==> src/rtl/pipe_hazard_ctrl.sv <==
// Stall/flush sequencer for a 5-stage MIPS pipeline: load-use, taken-branch and data-memory wait handling.
// Optional performance counters are enabled by defining PIPE_CTRL_PERF_EN.
module pipe_hazard_ctrl #(
  parameter int MEM_TIMEOUT = 16,
  parameter int CNT_W       = 8
) (
  input  logic       clk,
  input  logic       rst,
  input  logic [4:0] id_rs,
  input  logic [4:0] id_rt,
  input  logic       id_uses_rt,
  input  logic       ex_mem_read,
  input  logic [4:0] ex_rt,
  input  logic       id_branch_taken,
  input  logic       mem_read_m,
  input  logic       mem_write_m,
  input  logic       dmem_ready,
  output logic       dmem_req,
  output logic       pc_en,
  output logic       ifid_en,
  output logic       ifid_flush,
  output logic       idex_en,
  output logic       idex_flush,
  output logic       exmem_en,
  output logic       memwb_en,
  output logic       halted
`ifdef PIPE_CTRL_PERF_EN
  ,
  output logic [31:0] stall_cycles,
  output logic [31:0] flush_count
`endif
);

  typedef enum logic [1:0] {
    RUN      = 2'd0,
    MEM_WAIT = 2'd1,
    HALT     = 2'd2
  } state_t;

  localparam logic [CNT_W-1:0] TIMEOUT_C = CNT_W'(MEM_TIMEOUT);

  state_t           state_r;
  logic [CNT_W-1:0] cnt_r;
  logic             halted_r;

  logic mem_access_s;
  logic mem_stall_s;
  logic lu_s;
  logic branch_flush_s;

  // hazard detection from the current inputs and registered state
  always_comb begin
    mem_access_s = mem_read_m | mem_write_m;
    mem_stall_s  = mem_access_s & ~dmem_ready & (state_r != HALT);
    lu_s         = ex_mem_read & (ex_rt != 5'd0) &
                   ((ex_rt == id_rs) | (id_uses_rt & (ex_rt == id_rt)));
  end

  // output priority: halt, reset, memory freeze, load-use bubble, branch flush, normal advance
  always_comb begin
    dmem_req       = 1'b0;
    pc_en          = 1'b0;
    ifid_en        = 1'b0;
    ifid_flush     = 1'b0;
    idex_en        = 1'b0;
    idex_flush     = 1'b0;
    exmem_en       = 1'b0;
    memwb_en       = 1'b0;
    branch_flush_s = 1'b0;
    if (state_r == HALT) begin
      dmem_req = 1'b0;
    end else if (rst) begin
      // every pipeline register loads a bubble while the PC holds
      ifid_en    = 1'b1;
      ifid_flush = 1'b1;
      idex_en    = 1'b1;
      idex_flush = 1'b1;
      exmem_en   = 1'b1;
      memwb_en   = 1'b1;
    end else begin
      dmem_req = mem_access_s;
      if (mem_stall_s) begin
        pc_en = 1'b0;
      end else if (lu_s) begin
        idex_en    = 1'b1;
        idex_flush = 1'b1;
        exmem_en   = 1'b1;
        memwb_en   = 1'b1;
      end else if (id_branch_taken) begin
        pc_en          = 1'b1;
        ifid_en        = 1'b1;
        ifid_flush     = 1'b1;
        idex_en        = 1'b1;
        exmem_en       = 1'b1;
        memwb_en       = 1'b1;
        branch_flush_s = 1'b1;
      end else begin
        pc_en    = 1'b1;
        ifid_en  = 1'b1;
        idex_en  = 1'b1;
        exmem_en = 1'b1;
        memwb_en = 1'b1;
      end
    end
  end

  // memory-wait FSM with timeout counter and sticky halt flag
  always_ff @(posedge clk) begin
    if (rst) begin
      state_r  <= RUN;
      cnt_r    <= '0;
      halted_r <= 1'b0;
    end else begin
      case (state_r)
        RUN: begin
          if (mem_stall_s) begin
            state_r <= MEM_WAIT;
            cnt_r   <= {{(CNT_W-1){1'b0}}, 1'b1};
          end else begin
            state_r <= RUN;
            cnt_r   <= '0;
          end
        end
        MEM_WAIT: begin
          // a dropped request counts as completion since MEM is frozen here
          if (!mem_stall_s) begin
            state_r <= RUN;
            cnt_r   <= '0;
          end else if (cnt_r == TIMEOUT_C) begin
            state_r  <= HALT;
            halted_r <= 1'b1;
          end else begin
            cnt_r <= cnt_r + {{(CNT_W-1){1'b0}}, 1'b1};
          end
        end
        HALT: begin
          state_r  <= HALT;
          halted_r <= 1'b1;
        end
        default: begin
          state_r <= RUN;
          cnt_r   <= '0;
        end
      endcase
    end
  end

  assign halted = halted_r;

`ifdef PIPE_CTRL_PERF_EN
  logic [31:0] stall_cnt_r;
  logic [31:0] flush_cnt_r;

  // saturating stall and branch-flush event counters
  always_ff @(posedge clk) begin
    if (rst) begin
      stall_cnt_r <= 32'd0;
      flush_cnt_r <= 32'd0;
    end else begin
      if ((mem_stall_s | lu_s) && (stall_cnt_r != 32'hFFFF_FFFF)) begin
        stall_cnt_r <= stall_cnt_r + 32'd1;
      end else begin
        stall_cnt_r <= stall_cnt_r;
      end
      if (branch_flush_s && (flush_cnt_r != 32'hFFFF_FFFF)) begin
        flush_cnt_r <= flush_cnt_r + 32'd1;
      end else begin
        flush_cnt_r <= flush_cnt_r;
      end
    end
  end

  assign stall_cycles = stall_cnt_r;
  assign flush_count  = flush_cnt_r;
`else
  // no performance counters in this build
`endif

endmodule

==> config.mk <==
export PLATFORM = sky130hd
export DESIGN_NAME = pipe_hazard_ctrl
export DESIGN_NICKNAME = d
export VERILOG_FILES = /design/src/rtl/pipe_hazard_ctrl.sv
export SDC_FILE = /design/constraint.sdc
export NUM_CORES = 1
export LEC_CHECK = 0
export BUFFER_PORTS_ARGS = -buffer_cell sky130_fd_sc_hd__buf_4
export CORE_UTILIZATION = 43
export DETAILED_ROUTE_END_ITERATION = 8
export PLACE_DENSITY = 0.81
export SLEW_MARGIN = 20
export SYNTH_ARGS = -nofsm -noshare
export SYNTH_HDL_FRONTEND = slang
export SYNTH_SLANG_ARGS = --single-unit
==> constraint.sdc <==
create_clock -name clk -period 1.4 [get_ports clk]
set_input_delay 0.14 -clock clk [delete_from_list [all_inputs] [get_ports clk]]
set_output_delay 0.14 -clock clk [all_outputs]
set_load 0.01 [all_outputs]
Yosys cells after proc, flatten, opt, wreduce, memory -nomap -nowiden

Cells that the tools add are included.

Word-level logic and storage cells: 59
Output and inout port bits: 9
Register bits: 11

Bitwise logic cells: 9
Mux-type cells: 31
Reductions and logical operators: 5
$add $sub $neg: 1
Equality and inequality tests: 10

Operators with widths:

| operator              | count |
|---|---|
| $mux W1               | 24 |
| $pmux W8 S3           | 1 |
| $mux W8               | 2 |
| $eq A5 B5 Y1          | 2 |
| $add A8 B1 Y8 const B | 1 |
| $eq A8 B5 Y1 const B  | 1 |
| $ne A2 B2 Y1 const B  | 3 |
| $ne A3 B3 Y1 const B  | 2 |
| $pmux W2 S3           | 1 |
| $and A1 B1 Y1         | 5 |
| $reduce_bool A5 Y1    | 1 |
| $mux W2               | 2 |
| $reduce_and A3 Y1     | 1 |
| $eq A2 B1 Y1 const B  | 1 |
| $eq A2 B2 Y1 const B  | 1 |
| $logic_not A2 Y1      | 1 |
| $not A1 Y1            | 2 |
| $or A1 B1 Y1          | 2 |
| $pmux W1 S2           | 1 |
| $reduce_and A2 Y1     | 1 |
| $reduce_bool A2 Y1    | 1 |

Depth between registers and ports, before layout

Gate-level depths: netlist of run 1.

Depth in word-level cells: 8
Mapped depth: 6
Gate-level depth less buffers: 6

Worst setup path before layout of run 1

No wires, ideal clock.

Kind: register to register
Start point: register cnt_r[0]
End point: register state_r[0]
Clock period less this slack: 1.332 ns
Path buffers: 0
Cell stages (with the launch flop): 6
Arrival time: 1.217 ns
Setup slack: 0.068 ns
Required time: 1.285 ns
Cells stage by stage: dfxtp_1 > inv_1 > ha_1 > nor4b_4 > and3_1 > a2111oi_0

Longest elaborated chain between the ends: 2

RTL lines:

| what                          | line | RTL |
|---|---|---|
| from (decl)                   | 43   | `logic [CNT_W-1:0] cnt_r;` |
| from (signal assigned)        | 118  | `cnt_r <= {{(CNT_W-1){1'b0}}, 1'b1};` |
| from (signal assigned)        | 133  | `cnt_r <= cnt_r + {{(CNT_W-1){1'b0}}, 1'b1};` |
| $eq A8 B5 Y1                  | 129  | `end else if (cnt_r == TIMEOUT_C) begin` |
| $ne A3 B3 Y1 (no source line) | --   |  |
| to (signal assigned)          | 127  | `state_r <= RUN;` |
| to (signal assigned)          | 130  | `state_r <= HALT;` |
| to (signal assigned)          | 137  | `state_r <= HALT;` |
| to (decl)                     | 42   | `state_t state_r;` |

Every way passes these cells.
A chain may end at the register's enable or synchronous reset.

Worst setup path after layout of run 1

Start point: input ex_rt[3]
End point: output ifid_flush

Longest elaborated chain between the ends: 8
Elaborated cells between the ends (all ways): 11
Classes of those cells: eq/ne: 2; mux: 4; bitwise: 4; reduce/logical: 1

RTL lines:

| what            | line | RTL |
|---|---|---|
| from (decl)     | 13   | `input logic [4:0] ex_rt,` |
| $eq A5 B5 Y1    | 56   | `((ex_rt == id_rs) \| (id_uses_rt & (ex_rt == id_rt)));` |
| $and A1 B1 Y1   | 56   |  |
| $or A1 B1 Y1    | 56   |  |
| $and A1 B1 Y1 * | 55   | `lu_s = ex_mem_read & (ex_rt != 5'd0) &` |
| $mux W1 *       | 84   | `end else if (lu_s) begin` |
| $mux W1 *       | 82   | `if (mem_stall_s) begin` |
| $mux W1 *       | 72   | `end else if (rst) begin` |
| $mux W1 *       | 70   | `if (state_r == HALT) begin` |
| to (decl)       | 21   | `output logic ifid_flush,` |

Every way passes the cells marked *; elsewhere a longest branch is shown, timed or not.

==> flow_metrics.env, run 1 <==
export IMPL_start_kind="primary input"
export IMPL_cts_htree_levels=1
export IMPL_core_area_um2=1760
export IMPL_crit_chain="buf_6 -> or4_4 -> o21a_1 -> o21ai_1 -> o21bai_1 -> buf_4"
export IMPL_syn_area_per_cell_um2=8.32
export IMPL_clock_tree_buffer_depth=2
export IMPL_overflow=0
export IMPL_antenna_found_initial=0
export IMPL_ir_drop_uv=692
export IMPL_final_cell_mix="42 x buf_4, 10 x nand2_1, 7 x xnor2_1"
export IMPL_clk_pin_slew_ns=0.07
export IMPL_fmax_mhz=658
export IMPL_path_class="primary input to output pin"
export IMPL_violations="negative setup slack"
export IMPL_totalWireLength_um=2680
export IMPL_grt_max_degree=17
export IMPL_synth_xor_xnor_area_share_pct=10.5
export IMPL_relSlewSlack_pct=77.2
export IMPL_firstDrtPassIters=4
export IMPL_root_buffer="clkbuf_4"
export IMPL_netlist_instances=100
export IMPL_final_core_util_pct=73.8
export IMPL_status="finished, violations left"
export IMPL_min_period_over_period_pct=109
export IMPL_drv_cap=0
export IMPL_holdBufCountCts=0
export IMPL_vias=983
export IMPL_max_stage_delay_ns=0.52
export IMPL_cp_slowest_cell="or4_4"
export IMPL_fp_dieW_um=46.0
export IMPL_cts_sinks=11
export IMPL_postLayoutCellArea_um2=1300
export IMPL_worstPathArrival_ns=1.38
export IMPL_mostFrequentLayoutCell="buf_4"
export IMPL_synthMuxAreaShare_pct=0
export IMPL_synth_compound_area_share_pct=27.5
export IMPL_insertion_delay_ns=0.27
export IMPL_synth_top_flop_cell="dfxtp_1"
export IMPL_portBuffers=31
export IMPL_hpwl_um=1580
export IMPL_synth_edff_count=0
export IMPL_grt_pass1_vias=828
export IMPL_drtIter0Drc=38
export IMPL_die_h_um=46.0
export IMPL_num_rows=15
export IMPL_ys_seq_area_share_pct=26.5
export IMPL_fin_nets=170
export IMPL_rsz0062_at_grt="yes"
export IMPL_crit_path_end_kind="output pin"
export IMPL_io_pins=32
export IMPL_setup_ws_ns=-0.119
export IMPL_ant_nets=0
export IMPL_hold_violations=0
export IMPL_synth_cell_types=35
export IMPL_fillCellCount=122
export IMPL_whs_ns=0.161
export IMPL_initial_utilization_pct=47.2
export IMPL_async_flop_share_pct=0
export IMPL_antenna_cells=0
export IMPL_drive_above_1_share_pct=50.0
export IMPL_synthAdderAreaFrac_pct=3.01
export IMPL_worst_pin_slew_ns=0.334
export IMPL_grt_pass1_wl_um=3510
export IMPL_power_density_nw_per_um2=602
export IMPL_drc=0
export IMPL_synth_simple_area_share_pct=26.5
export IMPL_crit_required_ns=1.26
export IMPL_p_leak_nw=0.513
export IMPL_syn_to_final_growth_pct=56.5
export IMPL_synth_top_family_by_area="compound AO/OA/AOI/OAI gates"
export IMPL_worst_hold_path_type="primary input to register"
export IMPL_setup_violations=4
export IMPL_numCtsBuffers=3
export IMPL_routedWlPerCell_um=15.9
export IMPL_track_usage_pct=23.0
export IMPL_cts_tree="done"
export IMPL_vias_per_cell=5.82
export IMPL_finalMaxSlewViolations=0
export IMPL_finClkSkew_ns=0.00219
export IMPL_synth_nets=125
export IMPL_dpl_worst_slack_ns=-0.126
export IMPL_period_needed_ns=1.52
export IMPL_placed_area_um2=1150
export IMPL_netlist_area_um2=832
export IMPL_yosysWarnings=0
export IMPL_synth_seq_cells=11
export IMPL_gp_congestion=0.853
export IMPL_dieArea_um2=2120
export IMPL_worstPathMaxFanout=3
[cell usage after synthesis, drive strengths merged (2+ instances only)]
cell type / instances / area, um2
a21oi: 6 / 30.0
a311oi: 5 / 43.8
a41oi: 2 / 17.5
and3: 4 / 25.0
buf: 4 / 27.5
clkbuf: 2 / 7.51
dfxtp: 11 / 220
ha: 2 / 25.0
inv: 4 / 15.0
nand2: 10 / 37.5
nand2b: 3 / 18.8
nand3: 5 / 25.0
nand4: 2 / 12.5
nand4b: 2 / 17.5
nor2: 5 / 18.8
o21a: 3 / 22.5
o21ai: 5 / 25.0
o21bai: 2 / 26.3
xnor2: 10 / 87.6
[per-stage QoR]
step	TNS, ns	power (mW)	std cells
after floorplan	0	0.428	100
after global placement	-0.123	0.530	162
after detailed placement	-0.216	0.534	162
after CTS	-0.315	0.770	168
after global routing	-0.639	0.816	169
final	-0.248	0.785	169
[repair_timing]
action / in CTS / in global routing
cloned: 0 / 0
resized for setup: 12 / 16
setup buffers: 2 / 1
pin swaps: 10 / 8
setup endpoints to repair: 7 / 13
[state kept, by name, summed over array words and instances (netlist names)]
signal,cells
cnt_r,8
state_r,2
halted,1
[critical path: cells and delay by family]
| kind | cells | cell delay (ns) |
|---|---|---|
| AO/OA/AOI/OAI | 3 | 0.49 |
| AND/OR/NAND/NOR | 1 | 0.52 |
| buffers and inverters | 2 | 0.23 |
[report_power, final]
part | leakage (nW) | switching [mW] | internal [mW]
Combinational | 0.406 | 0.107 | 0.138
Sequential | 0.0918 | 0.00495 | 0.315
Clock | 0.0150 | 0.109 | 0.110
Total | 0.513 | 0.222 | 0.563
[metal layers]
layer / track usage [%] / share of wire, % / vias to the layer above / wire (um)
li1: - / - / 460 / -
met1: 26.8 / 41 / 470 / 1110
met4: 1.76 / 2.1 / 0 / 57
met5: 0 / 0 / - / 0
met3: 7.54 / 5.0 / 10 / 133
met2: 41.7 / 52 / 43 / 1390
[kinds of logic after synthesis]
family / Yosys count
buffers and inverters: 10
AND/OR/NAND/NOR: 36
adder cells (fa/ha/maj): 2
flip-flops: 11
AO/OA/AOI/OAI: 31
XOR/XNOR: 10
[final cells by class]
class | count | area, um2 | area share (%)
Multi-Input combinational cell | 79 | 638 | 49.0
Timing Repair Buffer | 46 | 360 | 27.7
Sequential cell | 11 | 231 | 17.8
Tap cell | 25 | 31.3 | 2.40
Clock buffer | 4 | 26.3 | 2.02
Inverter | 4 | 15.0 | 1.15
[final timing paths]
check	startpoint	to	slack, ns	depth (start not counted)
max	ex_rt[3]	ifid_flush	-0.12	6
min	rst	cnt_r[2]	0.16	2
max reg2reg	cnt_r[0]	state_r[0]	0.01	5
min reg2reg	halted	halted	0.49	2
(Power assumes the default switching activity.)
==> run 2, diff against run 1 <==
- CORE_UTILIZATION: 43 -> 45
- clock period: 1.4 -> 1.8 ns (I/O delays scaled with it)
==> run 2 against run 1 <==
Net effect: largest power group unchanged; global-route usage is 2.2 points lower; combinational power is 39% lower; routed wire length is 28% lower; worst hold slack better by 0.028 ns; setup slack better by 0.28 ns; critical path depth is 1 lower; first-iteration DRC count is 55% lower; the flow now finishes without violations; sequential power is 22% lower; utilization is 11 points lower.
==> flow_metrics.env, run 2 (synthesized netlist as in run 1, its figures left out) <==
export IMPL_cts_tree="done"
export IMPL_antenna_cells=0
export IMPL_overflow=0
export IMPL_internal_power_mw=0.416
export IMPL_antenna_found_initial=0
export IMPL_cts_htree_levels=1
export IMPL_fin_nets=155
export IMPL_totalWireLength_um=1930
export IMPL_status="completed"
export IMPL_initial_utilization_pct=48.2
export IMPL_vias=904
export IMPL_hpwl_um=1490
export IMPL_hold_violations=0
export IMPL_largest_reg_flops=8
export IMPL_ir_drop_uv=341
export IMPL_insertion_delay_ns=0.28
export IMPL_post_cts_buffers=0
export IMPL_worstPathMaxFanout=8
export IMPL_mostFrequentLayoutCell="buf_4"
export IMPL_path_class="register to output pin"
export IMPL_fp_dieW_um=45
export IMPL_relSlewSlack_pct=67.1
export IMPL_whs_ns=0.189
export IMPL_p_comb_share_pct=25.7
export IMPL_period_needed_ns=1.64
export IMPL_start_kind="register"
export IMPL_setup_ws_ns=0.161
export IMPL_p_sw_share_pct=28.2
export IMPL_drive_above_1_share_pct=31.0
export IMPL_root_buffer="clkbuf_4"
export IMPL_firstDrtPassIters=4
export IMPL_power_switching_mw=0.163
export IMPL_worstPathArrival_ns=1.46
export IMPL_fillCellCount=168
export IMPL_p_leak_nw=0.416
export IMPL_core_area_um2=1730
export IMPL_crit_path_end_kind="output pin"
export IMPL_grt_pass1_wl_um=3150
export IMPL_min_period_over_period_pct=91.0
export IMPL_worst_hold_path_type="primary input to register"
export IMPL_portBuffers=31
export IMPL_crit_required_ns=1.62
export IMPL_syn_to_final_growth_pct=31.0
export IMPL_top_register="cnt_r"
export IMPL_grt_max_degree=17
export IMPL_num_rows=15
export IMPL_p_clk_share_pct=31.2
export IMPL_io_pins=32
export IMPL_drtIter0Drc=17
export IMPL_rsz0062_at_grt="no"
export IMPL_worst_pin_slew_ns=0.493
export IMPL_setup_tns_ns=0
export IMPL_clock_tree_buffer_depth=2
export IMPL_met1Wirelength_um=845
export IMPL_finClkSkew_ns=0.00286
export IMPL_numCtsBuffers=3
export IMPL_power_density_nw_per_um2=531
export IMPL_ant_nets=0
export IMPL_vias_per_cell=5.87
export IMPL_drv_cap=0
export IMPL_final_cell_mix="31 x buf_4, 11 x dfxtp_1, 10 x xnor2_1, 10 x nand2_1, 6 x a21oi_1"
export IMPL_die_h_um=45
export IMPL_dpl_worst_slack_ns=0.196
export IMPL_track_usage_pct=20.7
export IMPL_highest_layer="met4"
export IMPL_grt_pass1_vias=751
export IMPL_gp_congestion=0.773
export IMPL_wl_met3_um=157
export IMPL_power_frac_seq_pct=43.1
export IMPL_dieArea_um2=2030
export IMPL_finalMaxSlewViolations=0
export IMPL_cts_sinks=11
export IMPL_routedWlPerCell_um=12.5
export IMPL_fmax_mhz=610
export IMPL_setup_violations=0
export IMPL_drc=0
export IMPL_wl_met2_um=914
export IMPL_clk_pin_slew_ns=0.08
-- run 2: routing by layer --
metal / global-route usage [%] / vias to the layer above
li1: - / 433
met1: 27.0 / 422
met2: 31.9 / 47
met3: 8.00 / 2
met4: 5.45 / 0
met5: 0 / -
-- run 2: per-stage QoR --
stage          utilization [%]  cells  power, mW  cell area (um2)
3_5_place_dp              61.4    150      0.403             1060
6_report                  63.1    154      0.579             1090
2_1_floorplan                -    100      0.333              832
3_3_place_gp              61.4    150      0.400             1060
4_1_cts                   63.0    154      0.575             1090
5_1_grt                   63.1    154      0.603             1090
-- run 2: worst max-delay path, stage by stage (launching register included) --
cell      delay (ns)
dfxtp_1         0.37
nand2b_2        0.23
o21a_1          0.24
nand2_1         0.06
o21ai_0         0.14
buf_4           0.15
-- run 2: area by class of cell --
type	count	area, um2	share of cell area, %
multi-input combinational	79	564	51.8
timing repair buffer	31	233	21.4
sequential	11	220	20.2
clock buffer	4	26.3	2.41
tap	25	31.3	2.87
inverter	4	15.0	1.38
-- run 2: timing repair --
item	in CTS	in global routing
hold buffers	0	0
hold endpoints to repair	0	0
resized for setup	0	1
setup endpoints to repair	0	2
-- run 2: final timing paths --
| path | start | end | slack [ns] | cells past startpoint |
|---|---|---|---|---|
| worst max-delay path | state_r[0] | idex_flush | 0.16 | 5 |
| worst min-delay path | rst | cnt_r[4] | 0.19 | 2 |
| worst max register to register | cnt_r[0] | cnt_r[1] | 0.27 | 6 |
| worst min register to register | halted | halted | 0.45 | 2 |
-- run 2: power by group through the flow --
stage	Sequential (mW)	Clock (mW)	Combinational, mW
2_1_floorplan	0.254	0	0.0785
3_3_place_gp	0.255	0	0.145
3_5_place_dp	0.255	0	0.148
4_1_cts	0.249	0.177	0.149
5_1_grt	0.250	0.190	0.163
6_report	0.249	0.181	0.149
